## config.mk

```make
export PLATFORM = sky130hd
export DESIGN_NAME = cardinal_run_monitor
export DESIGN_NICKNAME = d
export VERILOG_FILES = /design/src/rtl/cardinal_run_monitor.sv
export SDC_FILE = /design/constraint.sdc
export NUM_CORES = 1
export LEC_CHECK = 0
export BUFFER_PORTS_ARGS = -buffer_cell sky130_fd_sc_hd__clkbuf_2
export CAP_MARGIN = 20
export CORE_ASPECT_RATIO = 1.1
export CORE_MARGIN = 10
export CORE_UTILIZATION = 45
export DETAILED_ROUTE_END_ITERATION = 10
export GPL_TIMING_DRIVEN = 0
export PLACE_DENSITY = 0.78
export SLEW_MARGIN = 0
export SYNTH_ARGS = -nofsm -noshare
export SYNTH_HDL_FRONTEND = slang
export SYNTH_SLANG_ARGS = --single-unit
export TNS_END_PERCENT = 20
```

## constraint.sdc

```tcl
create_clock -name clk_i -period 2.2 [get_ports clk_i]
set_input_delay 0.22 -clock clk_i [delete_from_list [all_inputs] [get_ports clk_i]]
set_output_delay 0.22 -clock clk_i [all_outputs]
set_load 0.03 [all_outputs]
```

## src/rtl/cardinal_run_monitor.sv

```systemverilog
// Run controller for a Cardinal node array: releases node resets, times each node to its
// terminating NOP, waits out the pipeline flush, then streams every node's data memory.
module cardinal_run_monitor #(
  parameter int NODES      = 4,
  parameter int INSTR_W    = 32,
  parameter int ADDR_W     = 8,
  parameter int DATA_W     = 64,
  parameter int DUMP_DEPTH = 128,
  parameter int RESET_CYC  = 5,
  parameter int FLUSH_CYC  = 5,
  parameter int CNT_W      = 32,
  parameter int TIMEOUT    = 0,
  localparam int NW        = (NODES > 1) ? $clog2(NODES) : 1
) (
  input  logic                     clk_i,
  input  logic                     rst_ni,
  input  logic                     start_i,
  input  logic [NODES*INSTR_W-1:0] instr_i,
  output logic [NODES-1:0]         node_reset_o,
  output logic [NODES-1:0]         node_done_o,
  output logic [NODES*CNT_W-1:0]   node_cycles_o,
  output logic                     busy_o,
  output logic                     timed_out_o,
  output logic                     dump_en_o,
  output logic [NW-1:0]            dump_node_o,
  output logic [ADDR_W-1:0]        dump_addr_o,
  input  logic [DATA_W-1:0]        dump_data_i,
  output logic                     out_valid_o,
  input  logic                     out_ready_i,
  output logic [NW-1:0]            out_node_o,
  output logic [ADDR_W-1:0]        out_addr_o,
  output logic [DATA_W-1:0]        out_data_o,
  output logic                     all_done_o
);
  // state | meaning
  // IDLE  | nodes held in reset, waiting for start
  // HOLD  | nodes held in reset for RESET_CYC cycles, results cleared
  // RUN   | nodes executing, per-node cycle counting until NOP or timeout
  // FLUSH | nodes free-running for FLUSH_CYC cycles to drain pipelines
  // DUMP  | sweeping data memories, one read in flight at most
  // DONE  | results held, waiting for a re-run start

  localparam int TMAX1    = (RESET_CYC > FLUSH_CYC) ? RESET_CYC : FLUSH_CYC;
  localparam int TMAX2    = (TMAX1 > TIMEOUT) ? TMAX1 : TIMEOUT;
  localparam int TMAX     = (TMAX2 > 2) ? TMAX2 : 2;
  localparam int TW       = $clog2(TMAX);
  localparam int RUN_LOAD = (TIMEOUT > 0) ? TIMEOUT - 1 : 0;

  typedef enum logic [2:0] {S_IDLE, S_HOLD, S_RUN, S_FLUSH, S_DUMP, S_DONE} state_e;

  state_e                        state_q, state_d;
  logic [TW-1:0]                 tmr_q, tmr_d;
  logic [NODES-1:0]              done_q, done_d;
  logic [NODES-1:0][CNT_W-1:0]   cyc_q, cyc_d;
  logic                          timed_q, timed_d;
  logic [NW-1:0]                 dnode_q, dnode_d;
  logic [ADDR_W-1:0]             daddr_q, daddr_d;
  logic                          last_q, last_d;
  logic                          pend_q, pend_d;
  logic                          ov_q, ov_d;
  logic [NW-1:0]                 onode_q, onode_d;
  logic [ADDR_W-1:0]             oaddr_q, oaddr_d;
  logic [DATA_W-1:0]             odata_q, odata_d;
  logic                          issue;

  always_ff @(posedge clk_i or negedge rst_ni) begin
    if (!rst_ni) begin
      state_q <= S_IDLE;
      tmr_q   <= '0;
      done_q  <= '0;
      cyc_q   <= '0;
      timed_q <= 1'b0;
      dnode_q <= '0;
      daddr_q <= '0;
      last_q  <= 1'b0;
      pend_q  <= 1'b0;
      ov_q    <= 1'b0;
      onode_q <= '0;
      oaddr_q <= '0;
      odata_q <= '0;
    end else begin
      state_q <= state_d;
      tmr_q   <= tmr_d;
      done_q  <= done_d;
      cyc_q   <= cyc_d;
      timed_q <= timed_d;
      dnode_q <= dnode_d;
      daddr_q <= daddr_d;
      last_q  <= last_d;
      pend_q  <= pend_d;
      ov_q    <= ov_d;
      onode_q <= onode_d;
      oaddr_q <= oaddr_d;
      odata_q <= odata_d;
    end
  end

  always_comb begin
    state_d = state_q;
    tmr_d   = tmr_q;
    done_d  = done_q;
    cyc_d   = cyc_q;
    timed_d = timed_q;
    dnode_d = dnode_q;
    daddr_d = daddr_q;
    last_d  = last_q;
    pend_d  = pend_q;
    ov_d    = ov_q;
    onode_d = onode_q;
    oaddr_d = oaddr_q;
    odata_d = odata_q;
    issue   = 1'b0;
    unique case (state_q)
      S_IDLE, S_DONE: begin
        if (start_i) begin
          state_d = S_HOLD;
          tmr_d   = TW'(RESET_CYC - 1);
          done_d  = '0;
          cyc_d   = '0;
          timed_d = 1'b0;
        end
      end
      S_HOLD: begin
        if (tmr_q == '0) begin
          state_d = S_RUN;
          tmr_d   = TW'(RUN_LOAD);
        end else begin
          tmr_d = tmr_q - 1'b1;
        end
      end
      S_RUN: begin
        for (int n = 0; n < NODES; n++) begin
          if (!done_q[n]) begin
            if (instr_i[n*INSTR_W +: INSTR_W] == '0) done_d[n] = 1'b1;
            else if (cyc_q[n] != '1) cyc_d[n] = cyc_q[n] + 1'b1;
          end
        end
        // Completion on the same edge as the limit wins over the timeout.
        if (&done_d) begin
          state_d = S_FLUSH;
          tmr_d   = TW'(FLUSH_CYC - 1);
        end else if (TIMEOUT != 0 && tmr_q == '0) begin
          state_d = S_FLUSH;
          tmr_d   = TW'(FLUSH_CYC - 1);
          timed_d = 1'b1;
        end else begin
          tmr_d = tmr_q - 1'b1;
        end
      end
      S_FLUSH: begin
        if (tmr_q == '0) begin
          state_d = S_DUMP;
          dnode_d = '0;
          daddr_d = '0;
          last_d  = 1'b0;
          pend_d  = 1'b0;
        end else begin
          tmr_d = tmr_q - 1'b1;
        end
      end
      S_DUMP: begin
        if (ov_q && out_ready_i) ov_d = 1'b0;
        if (pend_q) begin
          odata_d = dump_data_i;
          ov_d    = 1'b1;
          pend_d  = 1'b0;
        end else if (!last_q) begin
          // Node/addr tag moves at issue; the old record is gone or leaving this cycle.
          if (!ov_q || out_ready_i) begin
            issue   = 1'b1;
            pend_d  = 1'b1;
            onode_d = dnode_q;
            oaddr_d = daddr_q;
            if (daddr_q == ADDR_W'(DUMP_DEPTH - 1)) begin
              daddr_d = '0;
              if (dnode_q == NW'(NODES - 1)) last_d = 1'b1;
              else dnode_d = dnode_q + 1'b1;
            end else begin
              daddr_d = daddr_q + 1'b1;
            end
          end
        end else if (ov_q && out_ready_i) begin
          state_d = S_DONE;
        end
      end
      default: state_d = S_IDLE;
    endcase
  end

  assign node_reset_o  = {NODES{(state_q == S_IDLE) || (state_q == S_HOLD)}};
  assign node_done_o   = done_q;
  assign node_cycles_o = cyc_q;
  assign busy_o        = (state_q != S_IDLE) && (state_q != S_DONE);
  assign timed_out_o   = timed_q;
  assign dump_en_o     = issue;
  assign dump_node_o   = dnode_q;
  assign dump_addr_o   = daddr_q;
  assign out_valid_o   = ov_q;
  assign out_node_o    = onode_q;
  assign out_addr_o    = oaddr_q;
  assign out_data_o    = odata_q;
  assign all_done_o    = (state_q == S_DONE);

endmodule

```

==> results of run 1 <==
metal layers:
metal	GRT usage, %	up-vias	wire (um)
met5	0	-	0
met1	30.7	5713	16700
met4	10.6	0	1850
li1	-	5138	-
met3	6.80	115	3710
met2	45.5	589	22300
timing repair:
item,4_1_cts,5_1_grt
hold endpoints to repair,117,0
buffers inserted,36,14
gates cloned,1,1
hold buffers,66,0
resized for setup,113,88
pin swaps,27,25
endpoints found under the setup margin,213,183
registers in the layout (all words and copies together) (netlist names):
register       flops
dump_addr_o        8
dump_node_o        2
last_q             1
node_cycles_o    128
node_done_o        4
out_addr_o         8
out_data_o        64
out_node_o         2
out_valid_o        1
pend_q             1
state_q            3
tmr_q              3
synth_stat cells, types with 7 or more instances:
master | number | area [sq um]
inv_1 | 32 | 120
nor2_1 | 124 | 465
and3_1 | 21 | 131
xnor2_1 | 78 | 683
ha_1 | 8 | 100
or4_1 | 7 | 52.6
buf_2 | 10 | 50.1
nand3_1 | 48 | 240
nand4_1 | 42 | 263
nor3_1 | 53 | 265
nand2b_1 | 10 | 62.6
nand2_1 | 124 | 465
clkbuf_1 | 30 | 113
dfrtp_1 | 225 | 5630
nor4_1 | 58 | 363
o31ai_1 | 12 | 90.1
mux2_2 | 65 | 732
mux2i_1 | 26 | 260
a21oi_1 | 20 | 100
o21ai_0 | 16 | 80.1
nor4b_1 | 10 | 87.6
cells by family after synthesis:
family / share of synthesized area (%)
and+or+nand+nor: 24.7
muxes: 8.85
other: 0.0334
buffers and inverters: 3.29
AOI/OAI and AO/OA: 5.69
adders and majority gates: 0.893
xor gates and xnor gates: 6.33
DFF: 50.2
worst max-delay path: stages (launching register included):
cell and delay, ns:
dfrtp_2 0.43, or3b_4 0.50, buf_6 0.15, or3_4 0.41
buf_12 0.15, buf_16 0.14, or3_4 0.33, a21oi_2 0.14
path summary, 6_finish.rpt:
path	from	endpoint	slack, ns	depth (start not counted)
setup / recovery	state_q[2]	node_cycles_o[8]	-0.11	7
hold / removal	start_i	state_q[2]	0.09	3
setup reg to reg	state_q[2]	node_cycles_o[8]	-0.11	7
hold reg to reg	out_node_o[1]	out_node_o[1]	0.48	2
max in group asynchronous	rst_ni	state_q[2]	1.04	3
min in group asynchronous	rst_ni	node_cycles_o[48]	0.24	2
power by group:
part	switching (mW)	internal (mW)
Sequential	0.532	4.77
Combinational	3.42	1.76
Clock	1.77	2.80
Total	5.72	9.34
placed cells by master (no fill, tap or decap), drive strengths merged, types with 11 or more instances in the layout:
cell / instances
a21oi: 20
and3: 21
buf: 78
clkbuf: 473
dfrtp: 225
dlygate4sd3: 66
inv: 32
mux2: 65
mux2i: 26
nand2: 124
nand3: 48
nand4: 42
nor2: 126
nor3: 58
nor4: 62
nor4b: 11
o21ai: 19
o31ai: 12
xnor2: 78
layout make-up:
cell class,count,share of cell area [%]
antenna,1,0.0151
clock buffer,32,4.18
inverter,32,0.740
multi-input combinational,815,35.4
sequential,225,34.2
tap,310,2.34
buffer,46,2.04
clock inverter,13,1.19
timing repair buffer,539,19.9
==> impl_metrics.tcl, run 1 <==
set metrics [dict create \
    status "finished, violations left" \
    violations "negative setup slack" \
    maxCapViolCount 0 \
    ys_seq_area_share_pct 50.2 \
    crit_path_max_fanout 8 \
    p_per_area_nw_per_um2 909 \
    max_slew_margin_pct 40.1 \
    initial_core_util_pct 45.8 \
    setup.worst_path.end_class "register" \
    grt-ovfl-total 0 \
    finalSetupViolations 14 \
    rsz0062_at_grt "yes" \
    fillers 1737 \
    die_h_um 186 \
    period_needed_ns 2.31 \
    tightest_slew_ns 0.898 \
    cp_data_required_time_ns 2.65 \
    grt_max_degree 97 \
    async_reset_ff_share_pct 100 \
    place_ws_ns -0.647 \
    ys.flop_type "dfrtp_1" \
    synthCells 1123 \
    floorplan.die.width_um 171 \
    first_global_vias 11700 \
    drive_above_1_share_pct 44.7 \
    hold-worst-slack_ns 0.0867 \
    numCtsBuffers 25 \
    die_area_sq_um 31600 \
    wirelength_um 44600 \
    grt_usage_pct 26.4 \
    total_power_mw 15.1 \
    cts_tree "built" \
    synth_area_per_cell_sq_um 9.99 \
    max-vdd-ir-drop_v 0.000985 \
    p_leak_nw 7.94 \
    cts.sinks 225 \
    finalInstanceArea_sq_um 16600 \
    rows 60 \
    fmax_mhz 432 \
    coreArea_sq_um 24500 \
    root_buffer "clkbuf_16" \
    final_cells 2013 \
    wl_per_cell_um 22.2 \
    ctsHtreeMaxLevel 1 \
    hold_path_class "in -> reg" \
    ys_warn_count 0 \
    finClkSkew_ns 0.0125 \
    synth_nets 1327 \
    clock_latency_ns 0.53 \
    antenna_found_initial 1 \
    gp_congestion 0.940 \
    min_period_over_period_pct 105 \
    hpwlAfterDp_um 31000 \
    slew_viol_final 0 \
    via_count 11600 \
    drc 0 \
    grt_pass1_wl_um 66500 \
    fin_ws_ns -0.115 \
    seq_area_sq_um 5660 \
    place_area_sq_um 13900 \
    yosys_register_bits 225 \
    io_pins 421 \
    nets 1888 \
    setup.worst_path.start_class "register" \
    synth_area_sq_um 11200 \
    viasPerCell 5.74 \
    io_buffer_count 419 \
    ant_nets 0 \
    place_inst 1854 \
    synth_cell_types 65 \
    synth_edf_count 0 \
    areaGrowthSynthToFinish_pct 47.7 \
    crit_arrival_ns 2.76 \
    fin_setup_tns_ns -0.804 \
    critPathKind "reg -> reg" \
    drt_iter0_markers 1104 \
    clk_pin_slew_ns 0.07 \
    cts.path.max_buffers 3 \
    multi_input_area_sq_um 5860 \
    hold_violations 0 \
    post-route-util_pct 67.7 \
    drt_first_pass_iters 5 \
]
Power figures use the tool's default switching activity.
==> run 2: changes to the inputs <==
MAX_ROUTING_LAYER = met4   (was unset)
SKIP_CTS_REPAIR_TIMING = 1   (was unset)
==> run 2 against run 1 <==
Compared with the run above: sequential power hardly changed; the flow still finishes with violations (negative setup slack); clock skew is 0.0049 ns higher; sequential share of layout area is 0.34 points higher; combinational power is 2% lower; setup slack worse by 0.13 ns; design area is 1.1% lower; clock power is 11% lower; fmax is 5.5% lower; cell count is 0.15% higher; critical path depth stayed put; wire length is 0.47% lower; largest cell class unchanged; non-clock buffer count is 3 higher.
==> impl_metrics.tcl, run 2 (synthesis results as in run 1) <==
set metrics [dict create \
    grt_usage_pct 24.7 \
    drt_first_pass_iters 6 \
    internal_power_mw 8.82 \
    wl_per_cell_um 22.0 \
    hold_path_class "in -> reg" \
    ant_nets 0 \
    slew_viol_final 0 \
    setup.worst_path.start_class "register" \
    antenna_found_initial 2 \
    crit_slowest_cell "or4_4" \
    period_needed_ns 2.45 \
    cp_data_required_time_ns 2.60 \
    fin_ws_ns -0.248 \
    cpPeakStageDelay_ns 0.53 \
    drive_above_1_share_pct 43.7 \
    max_slew_margin_pct 40.8 \
    timing.rr.start "state_q[0]" \
    wirelength_um 44400 \
    finalInstanceArea_sq_um 16400 \
    coreArea_sq_um 24500 \
    p_leak_nw 7.91 \
    grt-ovfl-total 0 \
    io_pins 421 \
    max-vdd-ir-drop_v 0.000865 \
    critPathKind "reg -> reg" \
    setup.worst_path.end_class "register" \
    grt_max_degree 101 \
    crit_path_max_fanout 8 \
    hold_violations 0 \
    first_global_vias 11000 \
    clock_latency_ns 0.52 \
    cp_top_family "simple AND/OR/NAND/NOR gates" \
    final_common_cell "clkbuf_2" \
    root_buffer "clkbuf_16" \
    cts.sinks 225 \
    drc 0 \
    via_count 11500 \
    nets 1891 \
    p_per_area_nw_per_um2 880 \
    mostFrequentLayoutCells "clkbuf_2, dfrtp_1, nand2_1" \
    io_buffer_count 419 \
    drt_iter0_markers 983 \
    hpwlAfterDp_um 30800 \
    initial_core_util_pct 45.8 \
    rsz0062_at_grt "yes" \
    fin_setup_tns_ns -4.41 \
    finalSetupViolations 52 \
    switchingPower_mw 5.61 \
    clk_pin_slew_ns 0.07 \
    finClkSkew_ns 0.0174 \
    rows 60 \
    place_area_sq_um 13900 \
    swShare_pct 38.9 \
    cts_tree "built" \
    min_period_over_period_pct 111 \
    worstPathCellList "or3b_1 > buf_6 > or4_4 > or3_4 > nor3_4 > xnor2_1 > nor2_1" \
    crit_buf_inv 1 \
    clock_power_share_pct 28.2 \
    die_h_um 186 \
    cts.path.max_buffers 3 \
    violations "negative setup slack" \
    pwr-share-comb_pct 35.2 \
    crit_arrival_ns 2.85 \
    die_area_sq_um 31600 \
    numCtsBuffers 25 \
    floorplan.die.width_um 171 \
    maxCapViolCount 0 \
    crit_start "state_q[0]" \
    viasPerCell 5.69 \
    ctsHtreeMaxLevel 1 \
    tightest_slew_ns 0.889 \
    fmax_mhz 408 \
    seq_power_share_pct 36.7 \
    grt_pass1_wl_um 60200 \
    largest_register_ffs 128 \
    min_from "start_i" \
    place_ws_ns -0.675 \
    areaGrowthSynthToFinish_pct 46.1 \
    gp_congestion 0.976 \
    status "finished, violations left" \
]
run 2: changes by cell type in the layout (fill, tap and decap cells not counted), moves of 5 or more:
| cell | before | now |
|---|---|---|
| buf_4 | 53 | 62 |
| bufinv_16 | 5 | 0 |
| clkbuf_4 | 8 | 13 |
| dfrtp_1 | 198 | 203 |
| dfrtp_2 | 27 | 22 |
run 2: final cells by class:
cell class                      count  area [sq um]
Fill cell                        1808          8090
Multi-Input combinational cell    815          5780
Clock buffer                       38           754
Buffer                             49           402
Antenna cell                        2          5.00
Tap cell                          310           388
Clock inverter                      6          32.5
Inverter                           32           123
Timing Repair Buffer              539          3240
Sequential cell                   225          5660
run 2: final timing paths:
path | slack (ns) | end | cells after the start
setup / recovery | -0.25 | node_cycles_o[95] | 7
hold / removal | 0.08 | state_q[2] | 3
setup reg to reg | -0.25 | node_cycles_o[95] | 7
hold reg to reg | 0.48 | out_addr_o[4] | 2
max in group asynchronous | 1.00 | node_cycles_o[106] | 3
min in group asynchronous | 0.29 | node_cycles_o[50] | 2
run 2: metal layers:
| metal | vias to the layer above | global-route usage (%) | part of all wire (%) |
|---|---|---|---|
| met4 | 0 | 6.74 | 3.1 |
| li1 | 5156 | - | - |
| met5 | - | - | 0 |
| met3 | 104 | 5.28 | 8.0 |
| met2 | 577 | 42.0 | 51 |
| met1 | 5625 | 29.1 | 38 |
run 2: stage by stage:
step | util (%) | hold WS, ns | instances | total power [mW]
global route | 67.0 | 0.0869 | 2016 | 15.1
floorplan | - | -0.0756 | 1123 | 8.09
finish | 67.0 | 0.0814 | 2016 | 14.4
detailed placement | 56.7 | 0.251 | 1854 | 9.93
CTS | 59.9 | -0.291 | 1898 | 14.0
global placement | 56.5 | 0.452 | 1852 | 9.79
run 2: tightest hold or removal path, delay by kind of cell:
| family | cells | cell delay [ns] |
|---|---|---|
| AO/OA/AOI/OAI | 1 | 0.14 |
| buffers and inverters | 1 | 0.12 |
| AND/OR/NAND/NOR | 1 | 0.07 |
run 2: power by group through the flow:
stage / clock network (mW) / registers [mW] / logic, mW
after detailed placement: 0 / 5.32 / 4.62
final: 4.06 / 5.29 / 5.07
after global routing: 4.29 / 5.38 / 5.39
after global placement: 0 / 5.28 / 4.51
after floorplan: 0 / 6.34 / 1.76
after CTS: 4.11 / 5.25 / 4.63
==> run 3: changes to the inputs <==
BUFFER_PORTS_ARGS = unset   (was -buffer_cell sky130_fd_sc_hd__clkbuf_2)
CORE_ASPECT_RATIO = unset   (was 1.1)
CORE_UTILIZATION = 55   (was 45)
DONT_BUFFER_PORTS = 1   (was unset)
MAX_ROUTING_LAYER = unset   (was met4)
PLACE_DENSITY = 0.74   (was 0.78)
==> run 3 against run 2 <==
Compared with the run above: the run ends with negative hold slack, negative setup slack left; fmax grew 0.67%; die area down 16%; register-to-register slack better by 0.02 ns; combinational power down 46%; hold slack worse by 0.68 ns; clock power is 2% higher; critical path depth increased by 1; core utilization increased by 3.4 points; non-clock buffer count is 439 lower; clock skew shrank 0.0034 ns; flip-flop and latch count is the same.
==> impl_metrics.tcl, run 3 (synthesis results as in run 1) <==
set metrics [dict create \
    reg2reg_depth 8 \
    hold_path_class "in -> async" \
    crit_slowest_cell "dfrtp_2" \
    cp_data_required_time_ns 2.62 \
    seq_area_sq_um 5730 \
    min_period_over_period_pct 111 \
    via_count 9587 \
    hold_violations 225 \
    mostFrequentLayoutCells "dfrtp_1, nand2_1, nor2_1" \
    finalSetupViolations 50 \
    grtUsageMet3_pct 9.30 \
    max_slew_margin_pct 45.9 \
    total_power_mw 13.6 \
    critPathKind "reg -> reg" \
    fillers 1388 \
    p_per_area_nw_per_um2 958 \
    numCtsBuffers 25 \
    status "finished, violations left" \
    largest_register_ffs 128 \
    violations "negative hold slack, negative setup slack" \
    p_leak_nw 5.85 \
    grt_usage_pct 25.5 \
    cts.path.max_buffers 3 \
    drt_first_pass_iters 5 \
    grt_max_degree 226 \
    maxCapViolCount 0 \
    coreArea_sq_um 20200 \
    hold-worst-slack_ns -0.603 \
    areaGrowthSynthToFinish_pct 26.5 \
    worstPathCellList "and4_4 > and3_4 > and4_1 > buf_6 > or3_4 > clkbuf_16 > nor4_2 > mux2i_1" \
    io_pins 421 \
    grt_pass1_wl_um 53800 \
    die_area_sq_um 26500 \
    multi_input_area_sq_um 5840 \
    tightest_slew_ns 0.811 \
    floorplan.die.width_um 163 \
    timing.rr.start "node_cycles_o[25]" \
    final_common_cell "dfrtp_1" \
    ant_nets 0 \
    drive_above_1_share_pct 29.2 \
    fin_setup_tns_ns -3.31 \
    setup.worst_path.end_class "register" \
    antenna_found_initial 1 \
    max-vdd-ir-drop_v 0.000863 \
    period_needed_ns 2.43 \
    crit_start "node_cycles_o[25]" \
    clk_pin_slew_ns 0.06 \
    finClkSkew_ns 0.0140 \
    top_usage_layer "met2" \
    root_buffer "clkbuf_16" \
    grt-ovfl-total 0 \
    drt_iter0_markers 894 \
    crit_arrival_ns 2.86 \
    fin_ws_ns -0.232 \
    cts_tree "built" \
    fmax_mhz 411 \
    clock_latency_ns 0.51 \
    grt_use_met2_pct 44.6 \
    wl_per_cell_um 25.6 \
    nets 1452 \
    post-route-util_pct 70.3 \
    rsz0062_at_grt "yes" \
    io_buffer_count 0 \
    met1_usage_pct 29.5 \
    ctsHtreeMaxLevel 1 \
    r2r_slack_ns -0.23 \
    drc 0 \
    slew_viol_final 0 \
    cpPeakStageDelay_ns 0.52 \
    wirelength_um 39300 \
    setup.worst_path.start_class "register" \
    cts.sinks 225 \
    viasPerCell 6.24 \
    rows 52 \
    hpwlAfterDp_um 26800 \
    first_global_vias 8841 \
    initial_core_util_pct 55.6 \
    die_h_um 163 \
    gp_congestion 0.894 \
    crit_path_max_fanout 7 \
]
==> run 3: area by class of cell <==
type | count | share of cell area [%]
multi-input cells | 815 | 41.2
flip-flops and latches | 225 | 40.4
repair buffers | 99 | 6.64
clock buffers | 37 | 5.08
plain buffers | 50 | 2.83
well taps | 270 | 2.38
inverters | 32 | 0.864
clock inverters | 7 | 0.600
diodes | 1 | 0.0176
==> run 3: routing by layer <==
layer	wire, um	part of all wire [%]
met2	20100	51
met3	3780	9.6
met5	0	0
met1	14100	36
met4	1200	3.1
==> run 3: path summary, 6_finish.rpt <==
| check | to |
|---|---|
| hold / removal | node_cycles_o[13] |
| hold reg to reg | tmr_q[1] |
| setup / recovery | node_cycles_o[16] |
| setup reg to reg | node_cycles_o[16] |
| max in group asynchronous | out_data_o[7] |
| min in group clk_i | tmr_q[2] |
==> run 3: where the power goes <==
part	switching [mW]	leakage, nW	internal (mW)
logic	1.61	2.50	1.14
clock network	1.67	0.400	2.49
registers	1.93	2.96	4.76
==> run 3: critical path: cells and delay by family (launching register included) <==
kind                   cells  cell delay (ns)
buffers and inverters      2             0.31
and+or+nand+nor            5             1.26
muxes                      1             0.26
DFF                        1             0.52
==> run 3: metrics by stage <==
| step | setup WS [ns] | instance area [sq um] | hold WS [ns] | cells |
|---|---|---|---|---|
| 3_5_place_dp | -0.541 | 11700 | -0.0674 | 1393 |
| 3_3_place_gp | -0.521 | 11700 | -0.0689 | 1393 |
| 4_1_cts | -0.848 | 12500 | -0.608 | 1437 |
| 6_report | -0.232 | 14200 | -0.603 | 1536 |
| 5_1_grt | -0.301 | 14200 | -0.620 | 1536 |
| 2_1_floorplan | -0.0548 | 11300 | -0.0756 | 1123 |
